[config.mk]
export PLATFORM = sky130hd
export DESIGN_NAME = serial_load_ctrl
export DESIGN_NICKNAME = d
export VERILOG_FILES = /design/src/rtl/serial_pkg.sv /design/src/rtl/bit_counter.sv /design/src/rtl/serial_load_ctrl.sv
export SDC_FILE = /design/constraint.sdc
export NUM_CORES = 1
export LEC_CHECK = 0
export ABC_AREA = 1
export ABC_CLOCK_PERIOD_IN_PS = 2300
export CAP_MARGIN = 20
export CORE_AREA = 2 2 39 41
export CTS_CLUSTER_SIZE = 28
export DETAILED_ROUTE_END_ITERATION = 10
export DIE_AREA = 0 0 41 43
export DONT_BUFFER_PORTS = 1
export PLACE_DENSITY = 0.6
export SYNTH_ARGS = -nofsm -noshare
export SYNTH_HDL_FRONTEND = slang
export SYNTH_SLANG_ARGS = --single-unit
[constraint.sdc]
create_clock -name clock -period 2.3 [get_ports clock]
set_input_delay 0.23 -clock clock [delete_from_list [all_inputs] [get_ports clock]]
set_output_delay 0.23 -clock clock [all_outputs]
set_load 0.005 [all_outputs]
[src/rtl/serial_pkg.sv]
// Shared types and constants for the serial frame load controller.
package serial_pkg;

    // Controller states
    typedef enum logic [2:0] {
        IDLE  = 3'd0,
        HUNT  = 3'd1,
        SHIFT = 3'd2,
        STOP  = 3'd3,
        VALID = 3'd4
    } state_t;

    // Default data bits per frame and width of the bit counter output
    localparam int NBITS_DEF = 4;
    localparam int CNT_W     = 4;

endpackage

[src/rtl/bit_counter.sv]
// Saturating up-counter: synchronous clear has priority over enable,
// and the count sticks at N once reached.
module bit_counter #(
    parameter int N = 4,
    parameter int W = 4
) (
    input  logic         clock,
    input  logic         reset,
    input  logic         clear,
    input  logic         en,
    output logic [W-1:0] count
);

    // Count enabled cycles, clear on request, never wrap past N
    always_ff @(posedge clock or negedge reset) begin
        if (!reset)
            count <= '0;
        else if (clear)
            count <= '0;
        else if (en && (count != W'(N)))
            count <= count + 1'b1;
    end

endmodule

[src/rtl/serial_load_ctrl.sv]
// Frame controller for an external shift register: hunts for a start bit,
// pulses the shift enable once per data bit, checks the stop bit and holds
// the word valid until the consumer acknowledges it.
module serial_load_ctrl
    import serial_pkg::*;
#(
    parameter int NBITS = NBITS_DEF
) (
    input  logic             clock,
    input  logic             reset,
    input  logic             clkEN,
    input  logic             start,
    input  logic             SerIn,
    input  logic             ack,
    output logic             sh_enD,
    output logic             busy,
    output logic             data_valid,
    output logic             frame_err,
    output logic [CNT_W-1:0] bit_cnt
);

    state_t state;
    logic   cnt_clr;
    logic   at_last;

    // Shift enable is combinational so the shifter samples SerIn on the
    // same edge the FSM advances; gated by reset so it is low during reset.
    assign sh_enD  = reset && (state == SHIFT) && clkEN;
    // Counter clears on the start-bit tick, i.e. on entry to SHIFT
    assign cnt_clr = (state == HUNT) && clkEN && !SerIn;
    // Last data bit is being shifted on this tick
    assign at_last = (bit_cnt == CNT_W'(NBITS - 1));
    assign busy    = (state != IDLE);

    bit_counter #(
        .N (NBITS),
        .W (CNT_W)
    ) u_cnt (
        .clock (clock),
        .reset (reset),
        .clear (cnt_clr),
        .en    (sh_enD),
        .count (bit_cnt)
    );

    // Frame sequencing with registered data_valid and one-cycle frame_err
    always_ff @(posedge clock or negedge reset) begin
        if (!reset) begin
            state      <= IDLE;
            data_valid <= 1'b0;
            frame_err  <= 1'b0;
        end else begin
            frame_err <= 1'b0;
            case (state)
                IDLE:  if (start) state <= HUNT;
                HUNT:  if (clkEN && !SerIn) state <= SHIFT;
                SHIFT: if (clkEN && at_last) state <= STOP;
                STOP: begin
                    if (clkEN) begin
                        if (SerIn) begin
                            state      <= VALID;
                            data_valid <= 1'b1;
                        end else begin
                            state     <= IDLE;
                            frame_err <= 1'b1;
                        end
                    end
                end
                VALID: begin
                    if (ack) begin
                        state      <= IDLE;
                        data_valid <= 1'b0;
                    end
                end
                default: state <= IDLE;
            endcase
        end
    end

endmodule
# After elaboration in Yosys (flattened, before gate mapping)
# Cells that the tools add are included.
totals:
  register_bits: 9
  word_cells: 47
op_classes:
  eq_ne: 12
  addsub: 1
  n_reduce_logical: 14
  n_mux: 16
ops:
  columns: ["operator", "count"]
  rows:
  - ["two-way mux 3 bit", 6]
  - ["case mux 3 bit (5 select lines)", 1]
  - ["two-way mux 4 bit", 2]
  - ["inequality test 2 bit (second input constant)", 4]
  - ["logical AND 1 bit", 7]
  - ["== test 3 x 2 -> 1 bit (second input constant)", 2]
  - ["two-way mux 1 bit", 6]
  - ["AND reduction 5 bit", 1]
  - ["adder 4 x 1 -> 4 bit (second input constant)", 1]
  - ["== test 4 x 2 -> 1 bit (second input constant)", 1]
  - ["inequality test 2 x 1 -> 1 bit (second input constant)", 2]
  - ["inequality test 4 x 3 -> 1 bit (second input constant)", 1]
  - ["AND reduction 4 bit", 1]
  - ["nonzero test 2 bit", 2]
  - ["== test 3 x 1 -> 1 bit (second input constant)", 1]
  - ["== test 3 bit (second input constant)", 1]
  - ["zero test 3 bit", 1]
  - ["nonzero test 3 bit", 1]
  - ["case mux 1 bit (2 select lines)", 1]
  - ["zero test 1 bit", 1]

# Logic depth before layout (Yosys ltp)
# Gate-level depths: netlist of the first run.
depth:
  word_depth: 6
  mapped_depth: 9

# Modules after synthesis
# Synthesis of the first run repeated with hierarchy kept, for this count alone.
unflattened:
  cells_unflattened: 74
  area_unflattened_um2: 561.8
modules_own_cells:
  columns: ["mod", "area_per_inst_um2", "n_inst", "seq_area_each_um2", "cells_per_inst"]
  rows:
  - ["serial_load_ctrl", 320.3, 1, 125.1, 45]
  - ["bit_counter", 241.5, 1, 100.1, 29]

# Least setup slack after synthesis of the first run
# OpenSTA, ideal clock, no wires.
synth_timing:
  path_kind: "register to register"
  start: "register u_cnt.count[0]"
  end: "register state[0]"
  path_stages_with_launch: 10
  path_buffers: 0
  setup_time_ns: 0.120
  slack_ns: 1.147
  t_arrival_ns: 1.032
  period_less_slack_ns: 1.153
  path_cell_list: "dfrtp_1 > ha_1 > nand2_1 > inv_1 > nand2_1 > nand2_1 > nand2_2 > nor2_2 > nand2_1 > nand2_1"
synth_between:
  elab_chain_cells: 4
synth_lines:
  columns: ["element", "line_no", "rtl"]
  rows:
  - ["from (decl)", "bit_counter.sv:11", "output logic [W-1:0] count"]
  - ["from (signal assigned)", "bit_counter.sv:21", "count <= count + 1'b1;"]
  - ["== test 4 x 2 -> 1 bit", "serial_load_ctrl.sv:32", "assign at_last = (bit_cnt == CNT_W'(NBITS - 1));"]
  - ["logical AND 1 bit", "serial_load_ctrl.sv:57", "SHIFT: if (clkEN && at_last) state <= STOP;"]
  - ["inequality test 2 x 1 -> 1 bit (no line)", null, null]
  - ["AND reduction 5 bit (no line)", null, null]
  - ["to (signal assigned)", "serial_load_ctrl.sv:56", "HUNT: if (clkEN && !SerIn) state <= SHIFT;"]
  - ["to (signal assigned)", "serial_load_ctrl.sv:57", null]
  - ["to (signal assigned)", "serial_load_ctrl.sv:61", "state <= VALID;"]
  - ["to (decl)", "serial_load_ctrl.sv:22", "state_t state;"]
# No other way between the ends.
# A chain may end at the register's enable or synchronous reset.

# Worst setup path after layout of the first run
layout_timing:
  start: "register state[2]"
  end: "output port sh_enD"
layout_between:
  elab_chain_cells: 3
layout_lines:
  columns: ["element", "line_no", "rtl"]
  rows:
  - ["from (signal assigned)", "serial_load_ctrl.sv:49", "state <= IDLE;"]
  - ["from (signal assigned)", "serial_load_ctrl.sv:55", "IDLE: if (start) state <= HUNT;"]
  - ["from (signal assigned)", "serial_load_ctrl.sv:56", null]
  - ["== test 3 x 2 -> 1 bit", "serial_load_ctrl.sv:28", "assign sh_enD = reset && (state == SHIFT) && clkEN;"]
  - ["logical AND 1 bit (2 in series)", "serial_load_ctrl.sv:28", null]
  - ["to (decl)", "serial_load_ctrl.sv:15", "output logic sh_enD,"]
# No other way between the ends.

==> results.sh, run 1 <==
export IMPL_max_freq_mhz=752.1
export IMPL_netlist_top_cells_area="dfrtp_1 39%, nand2_1 12%, nand3_1 9.6%"
export IMPL_cts_htree_levels=1
export IMPL_tritoncts="done"
export IMPL_ir_worst_vdd_v=0.0003626
export IMPL_core_region_area_um2=1384
export IMPL_die_height_um=43
export IMPL_drtPass1Iterations=4
export IMPL_cp_arrival_ns=1.10
export IMPL_outcome="finished clean"
export IMPL_netlist_top_cells_count="18 x nand2_1, 11 x inv_1, 11 x nand3_1, 9 x dfrtp_1"
export IMPL_postSynthCellCount=75
export IMPL_netlist_area_leader_share=0.3930
export IMPL_synth_edff_count=0
export IMPL_post_dp_hpwl_um=862.1
export IMPL_fin_setup_tns_ns=0
export IMPL_gpl_final_weighted_congestion=0.6662
export IMPL_power_density_cell_area_nw_per_um2=1068
export IMPL_post_drt_wl_per_cell_um=11.75
export IMPL_wl_mm=1.128
export IMPL_synthDistinctLibCells=17
export IMPL_avgSynthCellArea_um2=7.641
export IMPL_grt_max_degree=10
export IMPL_timing_final_crit_period_ns=1.330
export IMPL_count_of_endpoints_failing_setup_in_the_final_report=0
export IMPL_area_growth_synth_to_final_pct=9.825
export IMPL_synth_warnings=0
export IMPL_cts_hold_buffers=1
export IMPL_worst_pin_slew_ns=0.4065
export IMPL_crit_fanout=7
export IMPL_syn_cell_area_um2=573.1
export IMPL_maxSlewHeadroom=0.7281
export IMPL_criticalPathCategory="reg2out"
export IMPL_drt_initial_drc_count=11
export IMPL_clk_latency_ns=0.26
export IMPL_fin_skew_ns=0.002192
export IMPL_worstPathRequired_ns=2.07
export IMPL_design_die_area_um2=1763
export IMPL_cts_buffers=3
export IMPL_synthesis_nets=83
export IMPL_hold_path_class="in2reg"
export IMPL_ys_seq_area_frac=0.3930
export IMPL_power_leakage_nw=0.3500
export IMPL_place_port_buffers=0
export IMPL_initial_utilization=0.4141
export IMPL_finalHoldViolations=0
export IMPL_worstSetupEndpointType="primary output"
export IMPL_maxSlewViolCount=0
export IMPL_ant_nets=0
export IMPL_first_global_vias=477
export IMPL_dominantRegCellSynth="dfrtp_1"
export IMPL_routed_via_count=505
export IMPL_yosysMostFrequentCell="nand2_1"
export IMPL_ctsLongestPathBuffers=2
export IMPL_yosys_area_top_type="dfrtp_1"
export IMPL_post_cts_buffers=0
export IMPL_max_cap_viol_count=0
export IMPL_timing_final_crit_share=0.5781
export IMPL_cts_clk_slew_worst_paths_ns=0.06
export IMPL_grt_overflow=0
export IMPL_final_net_count=89
export IMPL_cts_resized_gates=0
export IMPL_synth_ff_latch_count=9
export IMPL_ctsRootBufferMaster="clkbuf_4"
export IMPL_detail_route_drc_violations=0
export IMPL_pin_count=14
export IMPL_placementRows=14
export IMPL_grt_antenna_before_repair=0
export IMPL_place_worst_setup_slack_ns=1.066
export IMPL_timing_final_ws_setup_ns=0.9703
export IMPL_die_width_um=41
export IMPL_rsz0062_at_grt="false"
export IMPL_via_per_inst=5.260
export IMPL_fillerInstances=151
export IMPL_antenna_cells_inserted=0
export IMPL_layout_drive_gt1_share=0.1875
export IMPL_grt_pass1_wl_mm=1.890
export IMPL_synth_async_reset_ratio=1.000
export IMPL_global_route_usage_total=0.1640
export IMPL_cts_sink_count=9
export IMPL_start_kind="flip-flop"
## metrics by stage
step           power [W]  hold WS, ns  instance area [µm²]  instances    util
2_1_floorplan  0.0004996     -0.06559                573.1         75       -
3_3_place_gp   0.0005485     -0.06536                593.1         91  0.4286
3_5_place_dp   0.0005552     -0.06538                593.1         91  0.4286
4_1_cts        0.0006861      0.06801                629.4         96  0.4548
5_1_grt        0.0007432      0.07144                629.4         96  0.4548
6_report       0.0006724      0.07840                629.4         96  0.4548
## report_power, final
part	internal (W)	switching, W
Clock	0.0000669	0.0000553
Combinational	0.000104	0.000168
Sequential	0.000203	0.0000756
## cell usage in the layout, fill, tap and decap left out, types with 3 or more instances in the layout
master,instances
inv_1,11
nand2_2,3
o21ai_1,3
inv_2,3
dfrtp_1,9
nand3_1,11
clkbuf_4,3
nand2_1,18
nor2_1,3
## layout make-up
class / instances / area [µm²] / share of cell area
Clock buffer: 4 / 26.28 / 0.04175
Inverter: 14 / 52.55 / 0.08350
Multi-Input combinational cell: 52 / 295.3 / 0.4692
Sequential cell: 9 / 225.2 / 0.3579
Tap cell: 16 / 20.02 / 0.03181
Timing Repair Buffer: 1 / 10.01 / 0.01590
## state kept, by name, summed over array words and instances (netlist names)
signal / flops
u_cnt.count: 4
frame_err: 1
data_valid: 1
state: 3
## layer usage
metal | share of wire | vias up | track usage
met4 | 0.036 | 0 | 0.1400
met1 | 0.43 | 230 | 0.1848
li1 | - | 254 | -
met3 | 0.069 | 5 | 0.04188
met5 | 0 | - | 0
met2 | 0.46 | 16 | 0.2406
## cell families after synthesis
kind of cell	share of synthesized area
xor+xnor	0.03057
fa+ha+maj	0.04366
compound gates	0.04148
simple gates	0.3995
buf+inv	0.09170
flops	0.3930
## worst max-delay path, cell delays in order (launching register included)
cell and delay (ns):
dfrtp_1 0.47, nor2_4 0.16, nand2_2 0.09, nor2_4 0.12
## final timing paths
check,startpoint,to,slack (ns),cells past startpoint
worst max-delay path,state[2],sh_enD,0.97,3
worst min-delay path,ack,data_valid,0.08,1
worst max register to register,u_cnt.count[0],state[0],1.06,8
worst min register to register,data_valid,data_valid,0.54,2
max in group asynchronous,reset,state[1],1.68,1
min in group asynchronous,reset,data_valid,0.33,1
Note: power is estimated with default switching activity, not from simulation.
==> run 2, diff against run 1 <==
- ABC_CLOCK_PERIOD_IN_PS: 2300 -> 1200
- PLACE_DENSITY: 0.6 -> 0.62
- clock period: 2.3 -> 1.2 ns (I/O delays scaled with it)
==> run 2 against run 1 <==
Against the previous run:
- critical endpoint unchanged
- sequential power grew 82%
- clock power rose by 95%
- the run now ends with negative setup slack left
- final area increased by 30%
- worst hold slack worse by 0.077 ns
- power is 140% higher
- register-to-register slack got worse by 1.1 ns
- global-route usage is 3.5 points higher
- clock-buffer cell count unchanged
- flip-flop and latch count unchanged
==> results.sh, run 2 (synthesized netlist as in run 1, its figures left out) <==
export IMPL_outcome="finished, violations left"
export IMPL_violations="negative setup slack"
export IMPL_fillerInstances=124
export IMPL_worst_pin_slew_ns=0.4333
export IMPL_grt_antenna_before_repair=0
export IMPL_timing_final_crit_share=1.035
export IMPL_start_kind="flip-flop"
export IMPL_fin_util=0.5904
export IMPL_initial_utilization=0.4141
export IMPL_final_cells=111
export IMPL_placementRows=14
export IMPL_global_route_usage_total=0.1986
export IMPL_die_height_um=43
export IMPL_cp_arrival_ns=1.12
export IMPL_finalHoldViolations=0
export IMPL_power_density_cell_area_nw_per_um2=1999
export IMPL_cts_clk_slew_worst_paths_ns=0.06
export IMPL_layout_drive_gt1_share=0.4421
export IMPL_placed_cells=97
export IMPL_fin_skew_ns=0.005197
export IMPL_rsz0062_at_grt="true"
export IMPL_drt_initial_drc_count=4
export IMPL_post_dp_hpwl_um=872.8
export IMPL_count_of_endpoints_failing_setup_in_the_final_report=2
export IMPL_final_cell_area_um2=817.0
export IMPL_tritoncts="done"
export IMPL_final_net_count=104
export IMPL_timing_final_crit_period_ns=1.241
export IMPL_cts_buffers=3
export IMPL_post_drt_wl_per_cell_um=12.40
export IMPL_hold_path_class="in2reg"
export IMPL_routed_via_count=553
export IMPL_mostFrequentLayoutCells="18 x nand2_1, 11 x buf_4, 10 x inv_1, 8 x nand3_2, 7 x dfrtp_1"
export IMPL_die_width_um=41
export IMPL_criticalPathCategory="reg2out"
export IMPL_cts_sink_count=9
export IMPL_ctsLongestPathBuffers=2
export IMPL_grt_max_degree=10
export IMPL_ir_worst_vdd_v=0.0009029
export IMPL_design_die_area_um2=1763
export IMPL_core_region_area_um2=1384
export IMPL_clk_latency_ns=0.26
export IMPL_most_common_cell_after_layout_fill_and_taps_aside="nand2_1"
export IMPL_detail_route_drc_violations=0
export IMPL_max_freq_mhz=805.5
export IMPL_place_port_buffers=0
export IMPL_max_cap_viol_count=0
export IMPL_via_per_inst=4.982
export IMPL_drtPass1Iterations=3
export IMPL_placed_instance_area_um2=638.1
export IMPL_totalPowerFinal_w=0.001633
export IMPL_largest_register_ff_count=4
export IMPL_ant_nets=0
export IMPL_ctsRootBufferMaster="clkbuf_4"
export IMPL_largestRegisters="u_cnt.count x4, state x3"
export IMPL_place_worst_setup_slack_ns=0.01834
export IMPL_maxSlewHeadroom=0.7102
export IMPL_grt_overflow=0
export IMPL_first_global_vias=560
export IMPL_largest_register="u_cnt.count"
export IMPL_pin_count=14
export IMPL_wl_mm=1.376
export IMPL_crit_fanout=3
export IMPL_worstSetupEndpointType="primary output"
export IMPL_power_leakage_nw=0.4258
export IMPL_gpl_final_weighted_congestion=0.7277
export IMPL_cts_htree_levels=1
export IMPL_worstPathRequired_ns=1.08
export IMPL_antenna_cells_inserted=0
export IMPL_area_growth_synth_to_final_pct=42.58
export IMPL_grt_pass1_wl_mm=2.325
export IMPL_maxSlewViolCount=0
export IMPL_timing_final_ws_setup_ns=-0.04141
-- run 2: changes by cell type in the layout (fill, tap and decap cells not counted), sizes merged --
cell / before / now
buf: 0 / 14
dlygate4sd3: 1 / 2
-- run 2: path summary, 6_finish.rpt --
path | startpoint | to | slack (ns) | cells after the start
min | clkEN | frame_err | 0.002 | 2
max | state[2] | sh_enD | -0.04 | 4
min in group asynchronous | reset | data_valid | 0.23 | 1
max reg2reg | state[2] | u_cnt.count[3] | -0.03 | 5
max in group asynchronous | reset | state[0] | 0.64 | 1
min reg2reg | data_valid | data_valid | 0.54 | 2
-- run 2: critical path, cell delays in order, from the launching register on --
cell     delay [ns]
dfrtp_2        0.44
nor2_4         0.13
nand2_2        0.07
nor2_4         0.11
buf_6          0.10
-- run 2: layout make-up --
class,count,area [µm²],area share
multi-input cells,52,351.6,0.4303
repair buffers,16,136.4,0.1669
well taps,16,20.02,0.02450
flip-flops and latches,9,227.7,0.2787
inverters,14,55.05,0.06738
clock buffers,4,26.28,0.03216
-- run 2: layer usage --
| metal | part of all wire | vias to the layer above | global-route usage |
|---|---|---|---|
| li1 | - | 281 | - |
| met1 | 0.41 | 256 | 0.2285 |
| met2 | 0.53 | 12 | 0.3156 |
| met3 | 0.047 | 4 | 0.04188 |
| met4 | 0.019 | 0 | 0.1200 |
| met5 | 0 | - | 0 |
-- run 2: what timing repair did --
action	4_1_cts	5_1_grt
endpoints found under the hold margin	10	0
hold buffers	2	0
pin swaps	2	8
setup endpoints to repair	1	8
resized for setup	6	13
buffers inserted	6	2
-- run 2: stage by stage --
| stage | TNS [ns] | hold slack, ns |
|---|---|---|
| 4_1_cts | -0.03627 | 0.001020 |
| 6_report | -0.07190 | 0.001640 |
| 3_3_place_gp | 0 | -0.1754 |
| 3_5_place_dp | 0 | -0.1754 |
| 5_1_grt | -0.5605 | 0.005653 |
| 2_1_floorplan | 0 | -0.1756 |
-- run 2: power breakdown --
group          internal (W)  leakage (nW)  switching, W  total (W)
combinational      0.000416         0.297      0.000473   0.000888
sequential         0.000394         0.114      0.000113   0.000507
clock              0.000128        0.0150      0.000109   0.000238
total              0.000938         0.426      0.000695    0.00163
==> run 3, diff against run 2 <==
- PLACE_DENSITY: 0.62 -> 0.66
- SYNTH_HIERARCHICAL: default -> 1
- TNS_END_PERCENT: default -> 20
==> run 3 against run 2 <==
Against the previous run:
- the flow still finishes with violations (negative setup slack)
- combinational power shrank 9.7%
- global-route usage shrank 1.7 points
- synthesized cell count shrank 1.3%
- final area shrank 8.1%
- critical endpoint unchanged
- highest routed layer unchanged
==> results.sh, run 3 <==
export IMPL_placementRows=14
export IMPL_highest_signal_layer="met4"
export IMPL_postSynthCellCount=74
export IMPL_dominantRegCellSynth="dfrtp_1"
export IMPL_clk_latency_ns=0.26
export IMPL_detailed_routing_wirelength_on_met1_um=561
export IMPL_grt_pass1_wl_mm=2.104
export IMPL_ir_worst_vdd_v=0.0008001
export IMPL_worstPathRequired_ns=1.08
export IMPL_finalHoldViolations=0
export IMPL_count_of_endpoints_failing_setup_in_the_final_report=8
export IMPL_cts_htree_levels=1
export IMPL_cp_arrival_ns=1.17
export IMPL_criticalPathCategory="reg2out"
export IMPL_fillerInstances=154
export IMPL_final_seq_area_um2=227.7
export IMPL_seq_power_share=0.333
export IMPL_critical_path_cell_list="nor2_4 -> nand2_2 -> nor2_4 -> buf_6 -> buf_6"
export IMPL_synth_warnings=6
export IMPL_worstSetupEndpointType="primary output"
export IMPL_yosys_area_top_type="dfrtp_1"
export IMPL_start_kind="flip-flop"
export IMPL_synth_edff_count=0
export IMPL_ys_seq_area_frac=0.4009
export IMPL_cts_sink_count=9
export IMPL_hold_path_class="in2reg"
export IMPL_violations="negative setup slack"
export IMPL_netlist_area_leader_share=0.4009
export IMPL_largest_register_ff_count=4
export IMPL_fin_skew_ns=0.001945
export IMPL_power_density_cell_area_nw_per_um2=2058
export IMPL_grt_antenna_before_repair=0
export IMPL_worst_r2r_setup_slack_ns=-0.06
export IMPL_first_global_vias=512
export IMPL_met2WireLength_um=625
export IMPL_yosysMostFrequentCell="nand2_1"
export IMPL_p_clk_frac=0.148
export IMPL_worst_pin_slew_ns=0.4074
export IMPL_timing_final_crit_share=1.076
export IMPL_largest_register="u_cnt/count"
export IMPL_cts_clk_slew_worst_paths_ns=0.06
export IMPL_ctsRootBufferMaster="clkbuf_4"
export IMPL_ant_nets=0
export IMPL_power_leakage_nw=0.3944
export IMPL_pin_count=14
export IMPL_synthDistinctLibCells=19
export IMPL_power_share_combinational=0.519
export IMPL_multi_input_comb_area_um2=306.5
export IMPL_netlist_top_cells_area="dfrtp_1 40%, nand2_1 11%, nand3_1 8.9%"
export IMPL_timing_final_crit_period_ns=1.291
export IMPL_post_route_hold_slack_ns=0.03376
export IMPL_detail_route_drc_violations=0
export IMPL_final_cell_area_um2=750.7
export IMPL_routed_via_count=554
export IMPL_grt_overflow=0
export IMPL_avgSynthCellArea_um2=7.592
export IMPL_global_route_usage_total=0.1819
export IMPL_most_common_cell_after_layout_fill_and_taps_aside="nand2_1"
export IMPL_die_width_um=41
export IMPL_rsz0062_at_grt="true"
export IMPL_drt_initial_drc_count=11
export IMPL_final_net_count=102
export IMPL_placed_instance_area_um2=665.6
export IMPL_power_internal_w=0.0009049
export IMPL_area_growth_synth_to_final_pct=33.63
export IMPL_worstHoldStart="clkEN"
export IMPL_mostFrequentLayoutCells="15 x nand2_1, 11 x buf_4, 10 x inv_1, 10 x nand3_1, 7 x dfrtp_1"
export IMPL_max_cap_viol_count=0
export IMPL_crit_path_top_delay_cell="dfrtp_2"
export IMPL_synthesis_nets=82
export IMPL_design_die_area_um2=1763
export IMPL_core_region_area_um2=1384
export IMPL_synth_ff_latch_count=9
export IMPL_place_port_buffers=0
export IMPL_critical_path_max_stage_delay_ns=0.43
export IMPL_post_drt_wl_per_cell_um=12.08
export IMPL_switchingPower_w=0.0006403
export IMPL_outcome="finished, violations left"
export IMPL_crit_reg2reg_launch="state[0]"
export IMPL_dr_wl_met3_um=92
export IMPL_fin_setup_tns_ns=-0.2925
export IMPL_initial_utilization=0.4060
export IMPL_cts_buffers=3
export IMPL_drtPass1Iterations=4
export IMPL_via_per_inst=5.083
export IMPL_antenna_cells_inserted=0
export IMPL_ctsLongestPathBuffers=2
export IMPL_power_switching_fraction=0.4144
export IMPL_grt_max_degree=10
export IMPL_maxSlewViolCount=0
export IMPL_crit_fanout=3
export IMPL_post_dp_hpwl_um=997.4
export IMPL_wl_mm=1.317
export IMPL_max_freq_mhz=774.3
export IMPL_netlist_top_cells_count="16 x nand2_1, 10 x inv_1, 10 x nand3_1, 9 x dfrtp_1, 6 x nor2_1"
export IMPL_largestRegisters="u_cnt/count x4, state x3"
export IMPL_gpl_final_weighted_congestion=0.7196
export IMPL_maxSlewHeadroom=0.7275
export IMPL_die_height_um=43
export IMPL_synth_async_reset_ratio=1.000
export IMPL_crit_path_start="state[0]"
export IMPL_timing_final_ws_setup_ns=-0.09142
export IMPL_tritoncts="done"
export IMPL_syn_cell_area_um2=561.8
export IMPL_layout_drive_gt1_share=0.3441
## run 3: changes by cell type in the layout (fill, tap and decap cells not counted), sizes merged
cell / before / now
xor2: 2 / 0
a21oi: 0 / 1
nor3: 0 / 1
nand3b: 0 / 1
nor4: 1 / 0
o21ai: 3 / 2
clkinv: 0 / 1
nor2: 7 / 9
buf: 14 / 13
inv: 14 / 11
## run 3: power by group through the flow
stage / combinational [W] / clock (W) / sequential [W]
after floorplan: 0.000480 / 0 / 0.000509
after global placement: 0.000673 / 0 / 0.000527
after detailed placement: 0.000695 / 0 / 0.000526
after CTS: 0.000807 / 0.000233 / 0.000516
after global routing: 0.000899 / 0.000261 / 0.000531
final: 0.000802 / 0.000229 / 0.000515
## run 3: metrics by stage
stage | setup slack (ns) | instances | util | total power, W
after global placement | -0.03583 | 99 | 0.4810 | 0.001200
final | -0.09142 | 109 | 0.5425 | 0.001545
after CTS | -0.08793 | 109 | 0.5425 | 0.001557
after floorplan | -0.008204 | 74 | - | 0.0009884
after global routing | -0.1589 | 109 | 0.5425 | 0.001690
after detailed placement | -0.06777 | 99 | 0.4810 | 0.001221
## run 3: path summary, 6_finish.rpt
check	endpoint	cells past startpoint
setup / recovery	sh_enD	5
hold / removal	data_valid	2
setup reg to reg	u_cnt/count[2]	9
hold reg to reg	data_valid	2
max in group asynchronous	state[0]	1
min in group asynchronous	data_valid	1
## run 3: worst max-delay path: cells and delay by family, from the launching register on
kind	cells	cell delay, ns
AND/OR/NAND/NOR	3	0.30
flip-flops	1	0.43
buffers and inverters	2	0.18
## run 3: routing by layer
| metal | track usage | up-vias |
|---|---|---|
| met5 | 0 | - |
| met4 | 0.1200 | 0 |
| met3 | 0.05236 | 5 |
| met2 | 0.2781 | 19 |
| met1 | 0.2074 | 252 |
| li1 | - | 278 |
## run 3: cells by family (layout without fill, tap and decap cells)
group / count (synthesis) / count (layout) / share of synthesized area
AND/OR/NAND/NOR: 47 / 47 / 0.4254
AO/OA/AOI/OAI: 4 / 4 / 0.04899
flip-flops: 9 / 9 / 0.4009
buffers and inverters: 12 / 31 / 0.08017
adder cells (fa/ha/maj): 2 / 2 / 0.04454
## run 3: layout make-up
class                           instances  area share
Clock buffer                            4     0.03500
Inverter                               12     0.06000
Multi-Input combinational cell         53      0.4083
Sequential cell                         9      0.3033
Tap cell                               16     0.02667
Timing Repair Buffer                   15      0.1667
## run 3: timing repair
item | CTS | global route
endpoints found under the setup margin | 5 | 8
pin swaps | 3 | 0
gates cloned | 0 | 0
hold buffers | 2 | 0
buffers inserted | 4 | 0
endpoints found under the hold margin | 10 | 0
gates resized for setup | 3 | 0
